### src/rtl/rv32_pipeline_pkg.sv
// Shared constants and types for the RV32IM pipeline stages.
package rv32_pipeline_pkg;

  localparam int unsigned INSTR_W = 32;
  localparam logic [INSTR_W-1:0] NOP_INSTR = 32'h0000_0013;

  typedef enum logic [1:0] {
    FETCH   = 2'd0,
    HOLD    = 2'd1,
    DISCARD = 2'd2
  } fetch_state_e;

endpackage

### src/rtl/instruction_fetch_unit_if.sv
// Instruction-memory READ/BUSYWAIT handshake between the fetch unit and memory.
interface instruction_fetch_unit_if;
  logic [31:0] IMEM_ADDRESS;
  logic        IMEM_READ;
  logic [31:0] IMEM_READDATA;
  logic        IMEM_BUSYWAIT;

  modport master (
    output IMEM_ADDRESS,
    output IMEM_READ,
    input  IMEM_READDATA,
    input  IMEM_BUSYWAIT
  );

  modport slave (
    input  IMEM_ADDRESS,
    input  IMEM_READ,
    output IMEM_READDATA,
    output IMEM_BUSYWAIT
  );
endinterface

### src/rtl/if_id_pipeline_reg.sv
// IF/ID pipeline register: bubble has priority over load; otherwise contents hold.
module if_id_pipeline_reg
  import rv32_pipeline_pkg::*;
(
  input  logic               clk,
  input  logic               rst_n,
  input  logic               load_i,
  input  logic               bubble_i,
  input  logic [INSTR_W-1:0] instr_i,
  input  logic [31:0]        pc_i,
  output logic [INSTR_W-1:0] instr_o,
  output logic [31:0]        pc_o,
  output logic [31:0]        pc_plus4_o,
  output logic               valid_o
);

  logic [INSTR_W-1:0] instr_d, instr_q;
  logic [31:0]        pc_d, pc_q;
  logic [31:0]        pc_plus4_d, pc_plus4_q;
  logic               valid_d, valid_q;

  // NOTE: every combinational output gets a default first so no path can infer a latch.
  always_comb begin
    instr_d    = instr_q;
    pc_d       = pc_q;
    pc_plus4_d = pc_plus4_q;
    valid_d    = valid_q;
    if (bubble_i) begin
      // A bubble keeps the PC fields so downstream debug still sees the last address.
      instr_d = NOP_INSTR;
      valid_d = 1'b0;
    end else if (load_i) begin
      instr_d    = instr_i;
      pc_d       = pc_i;
      pc_plus4_d = pc_i + 32'd4;
      valid_d    = 1'b1;
    end
  end

  // NOTE: sequential state uses non-blocking assignments so all flops update together.
  always_ff @(posedge clk or negedge rst_n) begin
    if (!rst_n) begin
      instr_q    <= NOP_INSTR;
      pc_q       <= '0;
      pc_plus4_q <= '0;
      valid_q    <= 1'b0;
    end else begin
      instr_q    <= instr_d;
      pc_q       <= pc_d;
      pc_plus4_q <= pc_plus4_d;
      valid_q    <= valid_d;
    end
  end

  assign instr_o    = instr_q;
  assign pc_o       = pc_q;
  assign pc_plus4_o = pc_plus4_q;
  assign valid_o    = valid_q;

endmodule

### src/rtl/instruction_fetch_unit.sv
// Fetch stage: PC, instruction-memory handshake, one-word stall buffer and branch redirect.
module instruction_fetch_unit
  import rv32_pipeline_pkg::*;
#(
  parameter logic [31:0] RESET_PC = 32'h0000_0000
) (
  input  logic                      CLK,
  input  logic                      RESET,
  input  logic                      BRANCH_TAKEN,
  input  logic [31:0]               BRANCH_TARGET,
  input  logic                      STALL,
  instruction_fetch_unit_if.master  imem,
  output logic [INSTR_W-1:0]        IFID_INSTRUCTION,
  output logic [31:0]               IFID_PC,
  output logic [31:0]               IFID_PC_PLUS4,
  output logic                      IFID_VALID
);

  fetch_state_e       state_d, state_q;
  logic [31:0]        pc_d, pc_q;
  logic [31:0]        discard_addr_d, discard_addr_q;
  logic [INSTR_W-1:0] buf_instr_d, buf_instr_q;
  logic [31:0]        buf_pc_d, buf_pc_q;

  logic               ifid_load;
  logic               ifid_bubble;
  logic [INSTR_W-1:0] ifid_instr;
  logic [31:0]        ifid_pc;
  logic               complete;
  logic [31:0]        target_aligned;

  assign target_aligned = BRANCH_TARGET & ~32'h3;
  assign complete       = imem.IMEM_READ && !imem.IMEM_BUSYWAIT;

  // Memory-side outputs depend on registered state only.
  always_comb begin
    imem.IMEM_READ    = (state_q != HOLD);
    imem.IMEM_ADDRESS = (state_q == DISCARD) ? discard_addr_q : pc_q;
  end

  always_comb begin
    state_d        = state_q;
    pc_d           = pc_q;
    discard_addr_d = discard_addr_q;
    buf_instr_d    = buf_instr_q;
    buf_pc_d       = buf_pc_q;
    ifid_load      = 1'b0;
    ifid_bubble    = 1'b0;
    ifid_instr     = imem.IMEM_READDATA;
    ifid_pc        = pc_q;

    unique case (state_q)
      FETCH: begin
        if (BRANCH_TAKEN) begin
          pc_d        = target_aligned;
          ifid_bubble = 1'b1;
          if (imem.IMEM_BUSYWAIT) begin
            // The old request is still outstanding; its address must stay on the bus.
            state_d        = DISCARD;
            discard_addr_d = pc_q;
          end
        end else if (!complete) begin
          ifid_bubble = !STALL;
        end else if (!STALL) begin
          ifid_load = 1'b1;
          pc_d      = pc_q + 32'd4;
        end else begin
          buf_instr_d = imem.IMEM_READDATA;
          buf_pc_d    = pc_q;
          pc_d        = pc_q + 32'd4;
          state_d     = HOLD;
        end
      end

      HOLD: begin
        if (BRANCH_TAKEN) begin
          pc_d        = target_aligned;
          ifid_bubble = 1'b1;
          buf_instr_d = NOP_INSTR;
          buf_pc_d    = '0;
          state_d     = FETCH;
        end else if (!STALL) begin
          ifid_load  = 1'b1;
          ifid_instr = buf_instr_q;
          ifid_pc    = buf_pc_q;
          state_d    = FETCH;
        end
      end

      DISCARD: begin
        ifid_bubble = BRANCH_TAKEN || !STALL;
        if (BRANCH_TAKEN) begin
          pc_d = target_aligned;
        end else if (complete) begin
          state_d = FETCH;
        end
      end

      default: begin
        state_d = FETCH;
      end
    endcase
  end

  always_ff @(posedge CLK or negedge RESET) begin
    if (!RESET) begin
      state_q        <= FETCH;
      pc_q           <= RESET_PC;
      discard_addr_q <= '0;
      // NOTE: the hold buffer is reset too, so an empty buffer never carries stale data.
      buf_instr_q    <= NOP_INSTR;
      buf_pc_q       <= '0;
    end else begin
      state_q        <= state_d;
      pc_q           <= pc_d;
      discard_addr_q <= discard_addr_d;
      buf_instr_q    <= buf_instr_d;
      buf_pc_q       <= buf_pc_d;
    end
  end

  if_id_pipeline_reg u_if_id (
    .clk        (CLK),
    .rst_n      (RESET),
    .load_i     (ifid_load),
    .bubble_i   (ifid_bubble),
    .instr_i    (ifid_instr),
    .pc_i       (ifid_pc),
    .instr_o    (IFID_INSTRUCTION),
    .pc_o       (IFID_PC),
    .pc_plus4_o (IFID_PC_PLUS4),
    .valid_o    (IFID_VALID)
  );

endmodule

### src/flat_wrapper.sv
// flat-port wrapper written by rule: the top's interface ports become plain ports
module instruction_fetch_unit_flat import rv32_pipeline_pkg::*;
#(
  parameter logic [31:0] RESET_PC = 32'h0000_0000
)
  (CLK, RESET, BRANCH_TAKEN, BRANCH_TARGET, STALL, IFID_INSTRUCTION, IFID_PC, IFID_PC_PLUS4, IFID_VALID, imem_IMEM_ADDRESS, imem_IMEM_READ, imem_IMEM_READDATA, imem_IMEM_BUSYWAIT);
  instruction_fetch_unit_if imem_i ();
  input  logic CLK;
  input  logic RESET;
  input  logic BRANCH_TAKEN;
  input  logic [31:0] BRANCH_TARGET;
  input  logic STALL;
  output logic [INSTR_W-1:0] IFID_INSTRUCTION;
  output logic [31:0] IFID_PC;
  output logic [31:0] IFID_PC_PLUS4;
  output logic IFID_VALID;
  output wire logic [$bits(imem_i.IMEM_ADDRESS)-1:0] imem_IMEM_ADDRESS;
  output wire logic [$bits(imem_i.IMEM_READ)-1:0] imem_IMEM_READ;
  input wire logic [$bits(imem_i.IMEM_READDATA)-1:0] imem_IMEM_READDATA;
  input wire logic [$bits(imem_i.IMEM_BUSYWAIT)-1:0] imem_IMEM_BUSYWAIT;
  assign imem_IMEM_ADDRESS = imem_i.IMEM_ADDRESS;
  assign imem_IMEM_READ = imem_i.IMEM_READ;
  assign imem_i.IMEM_READDATA = imem_IMEM_READDATA;
  assign imem_i.IMEM_BUSYWAIT = imem_IMEM_BUSYWAIT;
  instruction_fetch_unit #(.RESET_PC(RESET_PC)) u_core (.CLK(CLK), .RESET(RESET), .BRANCH_TAKEN(BRANCH_TAKEN), .BRANCH_TARGET(BRANCH_TARGET), .STALL(STALL), .imem(imem_i), .IFID_INSTRUCTION(IFID_INSTRUCTION), .IFID_PC(IFID_PC), .IFID_PC_PLUS4(IFID_PC_PLUS4), .IFID_VALID(IFID_VALID));
endmodule
### config.mk
export PLATFORM = sky130hd
export DESIGN_NAME = instruction_fetch_unit_flat
export DESIGN_NICKNAME = d
export VERILOG_FILES = /design/src/rtl/rv32_pipeline_pkg.sv /design/src/rtl/instruction_fetch_unit_if.sv /design/src/rtl/if_id_pipeline_reg.sv /design/src/rtl/instruction_fetch_unit.sv /design/src/flat_wrapper.sv
export SDC_FILE = /design/constraint.sdc
export NUM_CORES = 1
export LEC_CHECK = 0
export CAP_MARGIN = 20
export CORE_MARGIN = 8
export CORE_UTILIZATION = 53
export CTS_CLUSTER_SIZE = 16
export DETAILED_ROUTE_END_ITERATION = 7
export HOLD_SLACK_MARGIN = 0.08
export PLACE_DENSITY_LB_ADDON = 0.08
export SLEW_MARGIN = 20
export SYNTH_ARGS = -nofsm -noshare
export SYNTH_HDL_FRONTEND = slang
export SYNTH_SLANG_ARGS = --single-unit
### constraint.sdc
create_clock -name CLK -period 4.3 [get_ports CLK]
set_clock_uncertainty 0.15 [all_clocks]
set_input_delay 0.86 -clock CLK [delete_from_list [all_inputs] [get_ports CLK]]
set_output_delay 0.86 -clock CLK [all_outputs]
set_load 0.1 [all_outputs]
==> results of run 1 <==
==> area by class of cell <==
| type | instances | area share (%) |
|---|---|---|
| Tap cell | 275 | 2.43 |
| Timing Repair Buffer | 225 | 15.1 |
| Clock inverter | 8 | 1.03 |
| Sequential cell | 221 | 39.1 |
| Clock buffer | 36 | 4.92 |
| Inverter | 15 | 0.397 |
| Multi-Input combinational cell | 823 | 37.1 |
==> sequential cells by signal, summed over array words and instances (netlist names) <==
signal	flops
u_core.buf_instr_q	32
u_core.buf_pc_q	32
u_core.u_if_id.instr_o	32
u_core.u_if_id.pc_o	32
u_core.discard_addr_q	30
u_core.pc_q	30
u_core.u_if_id.pc_plus4_o	30
u_core.state_q	2
u_core.u_if_id.valid_o	1
==> through the flow <==
stage / util, % / setup slack [ps]
floorplan: - / 118
global placement: 63.6 / 302
detailed placement: 63.6 / 229
CTS: 67.7 / 465
global route: 67.7 / 407
finish: 67.7 / 466
==> cells in the final DEF (no fill, tap or decap), types with 8 or more instances in the layout <==
cell	n
dfrtp_1	215
nand2_1	187
clkdlybuf4s50_1	163
nor2_1	84
o21ai_0	60
a22o_1	59
buf_4	58
mux2_2	55
a21oi_1	49
a311oi_1	34
nand3_1	28
clkbuf_16	25
mux2i_1	23
nand4_1	21
nor3_1	18
a31oi_1	16
inv_1	15
and3_1	13
o22ai_1	12
o31ai_1	12
xor2_1	12
nor4_1	11
xnor2_1	11
nand2b_1	9
clkbuf_1	8
==> layer usage <==
layer / routed length, um / share of wire (%) / vias to the layer above / track usage, %
met5: 0 / 0 / - / 0
met4: 797 / 2.4 / 0 / 7.07
met3: 2670 / 8.2 / 51 / 3.92
met2: 14600 / 44 / 416 / 36.3
met1: 14700 / 45 / 4663 / 36.5
li1: - / - / 4514 / -
==> cell families after synthesis <==
logic type	after synthesis	synth area share, %
muxes	78	7.53
xor gates and xnor gates	23	1.79
DFF	221	49.1
adders and majority gates	7	0.777
AOI/OAI and AO/OA	304	19.1
buffers and inverters	114	4.52
other	1	0.0333
and+or+nand+nor	409	17.2
==> worst reg2reg max path, cell delays in order, from the launching register on <==
cell and delay (ps):
dfrtp_1 400, inv_1 130, ha_1 180, or3b_4 420, mux2i_1 200, inv_1 120, ha_1 220, nand4_1 240
nor3_2 410, o22ai_2 240, o311a_1 390, a221o_1 260
==> how the worst max path moves through the flow <==
stage / start / end / slack (ps)
after global routing: u_core.state_q[0] / imem_IMEM_ADDRESS[26] / 410
after detailed placement: STALL / u_core.u_if_id.pc_plus4_o[30] / 230
final: u_core.state_q[0] / imem_IMEM_ADDRESS[20] / 470
after global placement: STALL / u_core.u_if_id.pc_plus4_o[30] / 300
after floorplan: u_core.state_q[0] / imem_IMEM_ADDRESS[11] / 120
after CTS: u_core.state_q[0] / imem_IMEM_ADDRESS[20] / 460
==> metrics.txt, run 1 <==
result of the run finished, final reports clean; Top FF cell, synth dfrtp_1; gp weighted congestion about 0.9; top-count cell post-synth dfrtp_1; clk slew on worst S/H paths 60 ps; RSZ-0062 raised after global routing no; Multi-input gate area about 5300 um^2; slowest cell on the critical path ha_1; post-synthesis register bit count roughly 220; Root Driver clkbuf_16; Post-synth top cells 215 x dfrtp_1, 187 x nand2_1, 84 x nor2_1; synth top area cells dfrtp_1 48%, nand2_1 6.2%, mux2_2 5.5%, a22o_1 4.6%, nor2_1 2.8%; total CTS buffers 24; post-synthesis sequential area ratio 49.1%; Congestion Overflow GR 0; routed len/inst between 20 and 25 um; Starting DRT DRC Count 936; Hold Vio Cnt, Final 0; critical path launch point type flop; slew margin rel. between 20% and 30%; pin count of the biggest net entering global routing ~110; Pre-antenna DRT Iters 6; Least-Margin Pin Slew around 1100 ps; Yosys top cell area share between 40 and 50%; share of cells above drive strength 1 roughly 14%; Post-synth EDFFs 0; Yosys cell types 71; Die Area roughly 26000 um^2; Mapped Cells 1157; fill count roughly 1.7k; register area between 5000 and 6000 um^2; non-filler cells, final around 1.6k; # Post-CTS Setup Buffers 0; YS warnings 0; initial core utilization 53.8%; Worst EP required between 3000 and 4000 ps; port bufs roughly 190; Final Setup Violations 0; worst reg-to-reg setup slack ~800 ps; row count 53; worst path arrival time about 2800 ps; ys async rst share between 90% and 100%; total number of vias slightly below 10k; clk buf depth 3; final antenna-violating net count 0; post-DR vias/cell roughly 6.0; final setup TNS 0 ps; CTS Hold Bufs 0; first-pass GRT wire length 52500 um; CP delay by family, top buffers and inverters; cell taking the most area after synthesis dfrtp_1; CTS tree done; Routed WL around 33000 um; Reg2Reg Launch Point u_core.state_q[1]; Placed Area 13300 um^2; CP most frequent cell buf_4; design area 14200 um^2; worst path cell trace inv_1 -> ha_1 -> buf_4 -> mux2_2 -> buf_4; H-tree depth 1; Worst R2R End u_core.u_if_id.pc_plus4_o[30]; GRT Util Overall approximately a quarter; Top Ports around 200; vias in the first global route ~9.4k; period utilization between 80% and 90%; clk sinks between 200 and 250; Max FO, Critical Path 20; n_diodes 0; Worst Reg-to-Reg Cells 11; antenna violations before repair 0; DP Cell Count between 1.5k and 2k; Mapped Area ~11000 um^2; synthesis-to-finish area growth 25.7%; HP Class in2async; Critical Path Stages 5; # resized after CTS 0; Final Max Tran Viols 0; Detail Placement HPWL roughly 23000 um; drc violations 0; Placeable Area roughly 21000 um^2; slowest cell delay on critical path between 600 and 700 ps; DIE HEIGHT 162 um; worst skew pair latency 520 ps; # nets final between 1k and 1.5k; min Tclk post-route between 3000 and 4000 ps; Die X-Extent ~160 um; Fmax roughly 0.26 GHz; max-cap check violation count 0; critical path type reg2out; Fin Hold WS roughly 260 ps; Synth Area per Inst 9.75 um^2; Setup crit end kind primary output; Buf/Inv on CP 3
Power of run 1 is left out: the tool's default activity adds up to more than one toggle a clock period on the data nets, which glitch-free logic cannot reach.
==> run 2, diff against run 1 <==
--- a/config.mk
+++ b/config.mk
@@ -16,3 +16,4 @@
 export SYNTH_ARGS = -nofsm -noshare
 export SYNTH_HDL_FRONTEND = slang
 export SYNTH_SLANG_ARGS = --single-unit
+export TNS_END_PERCENT = 100
==> results of run 2 <==
The final DEF is identical to that of run 1; final timing and power are the same.
Power of run 2 is left out for the same reason.
==> edit 1 (settings of run 1) <==
Reset style: synchronous (`RESET` and `rst_n`), changed in 2 clocked blocks.
--- a/src/rtl/if_id_pipeline_reg.sv
+++ b/src/rtl/if_id_pipeline_reg.sv
@@ -40,3 +40,3 @@
   // NOTE: sequential state uses non-blocking assignments so all flops update together.
-  always_ff @(posedge clk or negedge rst_n) begin
+  always_ff @(posedge clk) begin
     if (!rst_n) begin
--- a/src/rtl/instruction_fetch_unit.sv
+++ b/src/rtl/instruction_fetch_unit.sv
@@ -104,3 +104,3 @@
 
-  always_ff @(posedge CLK or negedge RESET) begin
+  always_ff @(posedge CLK) begin
     if (!RESET) begin
Formal check against the unedited RTL: not equivalent (Yosys sat finds a counterexample within 4 cycles, from zero or initial values and one cycle with RESET low; the reset may be asserted at any time).
==> edit 1 against run 1 <==
- critical endpoint is now u_core.u_if_id.pc_plus4_o[31]
- sequential cell count unchanged
- area after synthesis down 9.3%
- final area down 8.6%
- worst hold slack better by 0.047 ns
- worst setup slack better by 0.35 ns
- synthesized cell count up 9.8%
- routed wire length down 7.8%
==> edit 1: results (changes against run 1) <==
| Metric | Value |
|---|---|
| Layout cell share with drive strength beyond 1 | `0.101 (was 0.139)` |
| Status | `completed (unchanged)` |
| Setup crit start kind | `input pin (was flop)` |
| Post-synthesis sequential area ratio | `0.433 (was 0.491)` |
| First-pass DRT Iterations | `5 (was 6)` |
| Slew @ Worst Pin | `1.05 ns (was 1.07 ns)` |
| Crit-path slowest cell | `or3b_2 (was ha_1)` |
| Reg-to-Reg Start | `u_core.state_q[1] (unchanged)` |
| Hold Crit Depth | `2` |
| Asr flop ratio synth | `0 (was 1.00)` |
| RD Place Congestion | `0.864 (was 0.888)` |
| Worst hold path class | `reg2reg (was in2async)` |
| Met2 wire len | `13.3 mm (was 14.6 mm)` |
| Largest cells by area after synthesis | `dfxtp_1, nand2_1, nor2_1 (was dfrtp_1, nand2_1, mux2_2)` |
| Diode count | `0 (unchanged)` |
| GRT Overall Usage | `0.240 (was 0.246)` |
| First-pass GRT wire length | `48.0 mm (was 52.5 mm)` |
| Cells on worst reg2reg path | `8 (was 11)` |
| Non-Filler Instances | `1,674 (was 1,603)` |
| Largest net degree at the start of global routing | `91 (was 114)` |
| Yosys cell types | `66 (was 71)` |
| Family with the most delay on the worst path | `simple AND/OR/NAND/NOR gates (was buffers and inverters)` |
| Worst setup path startpoint | `BRANCH_TAKEN (was u_core.state_q[0])` |
| DRT met1 WL | `13.6 mm (was 14.7 mm)` |
| Met3 WL | `2.92 mm (was 2.67 mm)` |
| Met3 usage | `0.0427 (was 0.0392)` |
| Detailed-route via count | `9,884 (was 9,644)` |
| Number of fill cells | `1,635 (was 1,737)` |
| Crit path DAT | `3.70 ns (was 2.82 ns)` |
| Post-Place Cells | `1,630 (was 1,559)` |
| Total power | `5.45 mW` |
| Number of DRC markers in iteration 0 | `1,021 (was 936)` |
| Vias in the first global route | `9,012 (was 9,393)` |
| Top post-synthesis cells by count | `dfxtp_1, nand2_1, nor2_1, clkbuf_1, a21oi_1 (was dfrtp_1, nand2_1, nor2_1, o21ai_0, a22o_1)` |
| Post-DP HPWL | `20.7 mm (was 22.8 mm)` |
| Nets@finish | `1,466 (was 1,386)` |
| Clk_lat worst skew | `0.51 ns` |
| Routed wire length | `30.2 mm (was 32.8 mm)` |
| Dpl cell area | `12,200 um^2 (was 13,300 um^2)` |
| GR Layer Usage met1 | `0.343 (was 0.365)` |
| Max incr delay on CP | `0.65 ns (was 0.69 ns)` |
[edit 1: cell families after synthesis]
family | Yosys count | share of synthesized area
flops | 221 | 0.433
xor+xnor | 14 | 0.0120
fa+ha+maj | 6 | 0.00734
compound gates | 335 | 0.223
mux | 51 | 0.0532
simple gates | 498 | 0.214
other cells | 1 | 0.000367
buf+inv | 144 | 0.0570
[edit 1: final cells by class]
type	instances	area (um^2)	share of cell area
Clock buffer	31	668	0.0516
Clock inverter	13	120	0.00927
Tap cell	265	332	0.0256
Inverter	18	70.1	0.00541
Timing Repair Buffer	220	2080	0.161
Sequential cell	221	4420	0.342
Multi-Input combinational cell	906	5260	0.406
[edit 1: worst paths after layout]
kind                                         to  slack (ns)
hold reg to reg    u_core.u_if_id.pc_plus4_o[4]        0.30
hold / removal     u_core.u_if_id.pc_plus4_o[4]        0.30
setup / recovery  u_core.u_if_id.pc_plus4_o[31]        0.81
setup reg to reg  u_core.u_if_id.pc_plus4_o[31]        0.92
==> edit 2 (config.mk and constraints of run 1) <==
Without the edit above. Register the input `BRANCH_TARGET` before use, without a reset. The logic sees it one clock later. The other inputs are not delayed to match.
--- a/src/rtl/instruction_fetch_unit.sv
+++ b/src/rtl/instruction_fetch_unit.sv
@@ -18,2 +18,8 @@
 
+  logic [31:0] BRANCH_TARGET_q;
+
+  always_ff @(posedge CLK) begin
+    BRANCH_TARGET_q <= BRANCH_TARGET;
+  end
+
   fetch_state_e       state_d, state_q;
@@ -31,3 +37,3 @@
 
-  assign target_aligned = BRANCH_TARGET & ~32'h3;
+  assign target_aligned = BRANCH_TARGET_q & ~32'h3;
   assign complete       = imem.IMEM_READ && !imem.IMEM_BUSYWAIT;
Behaviour: not the same (a bounded check fails within 4 cycles, from zero or initial values and one cycle with RESET low).
==> edit 2 against run 1 <==
- via count increased by 1.6%
- first-iteration DRC count rose by 8.4%
- register-to-register slack worse by 0.08 ns
- sequential cell count grew 30
- global-route usage shrank 0.57 points
- critical path depth up 5
- routed wire length barely moved
- critical endpoint is now u_core.u_if_id.pc_plus4_o[28]
- area after synthesis rose by 4.4%
- worst setup slack improved by 0.24 ns
- count of clock-buffer cells in the layout is 3 lower
- final cell count is 0.62% higher
- largest cell class unchanged
- final area is 4.4% higher
Power is left out: the tool's default activity adds up to more than one toggle a clock period on the data nets, which glitch-free logic cannot reach.
==> edit 2: results (changes against run 1) <==
| Metric | Value |
|---|---|
| Detailed-route via count | `9,799 (was 9,644)` |
| Yosys cell types | `69 (was 71)` |
| Crit path max fanout | `7 (was 20)` |
| Top post-synthesis cells by count | `dfrtp_1, nand2_1, nor2_1, clkbuf_1, o21ai_0 (was dfrtp_1, nand2_1, nor2_1, o21ai_0, a22o_1)` |
| Post-DP HPWL | `22.8 mm (about the same)` |
| TritonCTS buffer count | `27 (was 24)` |
| Asr flop ratio synth | `0.880 (was 1.00)` |
| Non-Filler Instances | `1,613 (was 1,603)` |
| First-pass GRT wire length | `52.7 mm (was 52.5 mm)` |
| Reg-to-reg slack, setup | `0.73 ns (was 0.81 ns)` |
| Largest cells by area after synthesis | `dfrtp_1, nand2_1, mux2_2 (unchanged)` |
| RD Place Congestion | `0.919 (was 0.888)` |
| Relative slew slack | `0.294 (was 0.287)` |
| Status | `completed (unchanged)` |
| Routed wire length | `32.8 mm (about the same)` |
| Critical Path End | `u_core.u_if_id.pc_plus4_o[28] (was imem_IMEM_ADDRESS[20])` |
| Number of fill cells | `1,732 (was 1,737)` |
| Clk_lat worst skew | `0.53 ns` |
| Layout cell share with drive strength beyond 1 | `0.142 (was 0.139)` |
| Nets@finish | `1,389 (was 1,386)` |
| Largest net degree at the start of global routing | `89 (was 114)` |
| Worst setup path startpoint | `STALL (was u_core.state_q[0])` |
| Crit path DAT | `3.85 ns (was 2.82 ns)` |
| Vias in the first global route | `9,493 (was 9,393)` |
| GRT Overall Usage | `0.240 (was 0.246)` |
| Crit-path slowest cell | `clkdlybuf4s50_1 (was ha_1)` |
| Post-synthesis sequential area ratio | `0.521 (was 0.491)` |
| Family with the most delay on the worst path | `simple AND/OR/NAND/NOR gates (was buffers and inverters)` |
| Yosys Warn Count | `0 (unchanged)` |
| Number of DRC markers in iteration 0 | `1,015 (was 936)` |
## edit 2: changes by cell type in the layout (fill, tap and decap cells not counted), moves of 7 or more
cell	before	now
a21oi_1	49	35
a2bb2oi_1	0	8
a31oi_1	16	6
clkbuf_1	8	1
dfxtp_1	0	30
mux2i_1	23	34
nand2_1	187	169
nand2b_1	9	2
nand3_1	28	38
o31ai_1	12	2
## edit 2: final cells by class
type,instances,share of cell area
clock buffer,33,0.0505
multi-input combinational,796,0.350
tap,280,0.0237
clock inverter,16,0.0146
inverter,15,0.00380
timing repair buffer,222,0.143
sequential,251,0.415
## edit 2: cells by family (layout without fill, tap and decap cells)
group,Yosys count,after routing,share of synthesized area
AOI/OAI and AO/OA,288,288,0.178
xor gates and xnor gates,21,21,0.0156
adders and majority gates,7,7,0.00744
buffers and inverters,119,286,0.0434
DFF,251,251,0.521
muxes,89,89,0.0815
other,1,2,0.000319
and+or+nand+nor,389,389,0.152
## edit 2: layer usage
layer	GRT usage	vias to the layer above	wire length, um
li1	-	4534	-
met4	0.0553	0	680
met1	0.350	4781	14800
met3	0.0361	55	2580
met5	0	-	0
met2	0.370	429	14700
## edit 2: through the flow
step	setup slack, ns	hold WS, ns	instance area (um^2)
4_1_cts	0.741	0.268	14800
3_3_place_gp	0.275	0.309	13800
3_5_place_dp	0.209	0.311	13800
5_1_grt	0.442	0.288	14800
6_report	0.706	0.252	14800
2_1_floorplan	0.0152	0.296	11800
## edit 2: worst reg2reg max path, cell delays in order, from the launching register on
cell and delay [ns]:
dfrtp_1 0.39, inv_1 0.12, ha_1 0.36, nor3b_4 0.42, nand2_1 0.12, nand2_1 0.08, ha_1 0.29, nand3_1 0.17
nor4_2 0.49, nor2_1 0.16, or3_1 0.38, a221o_1 0.32
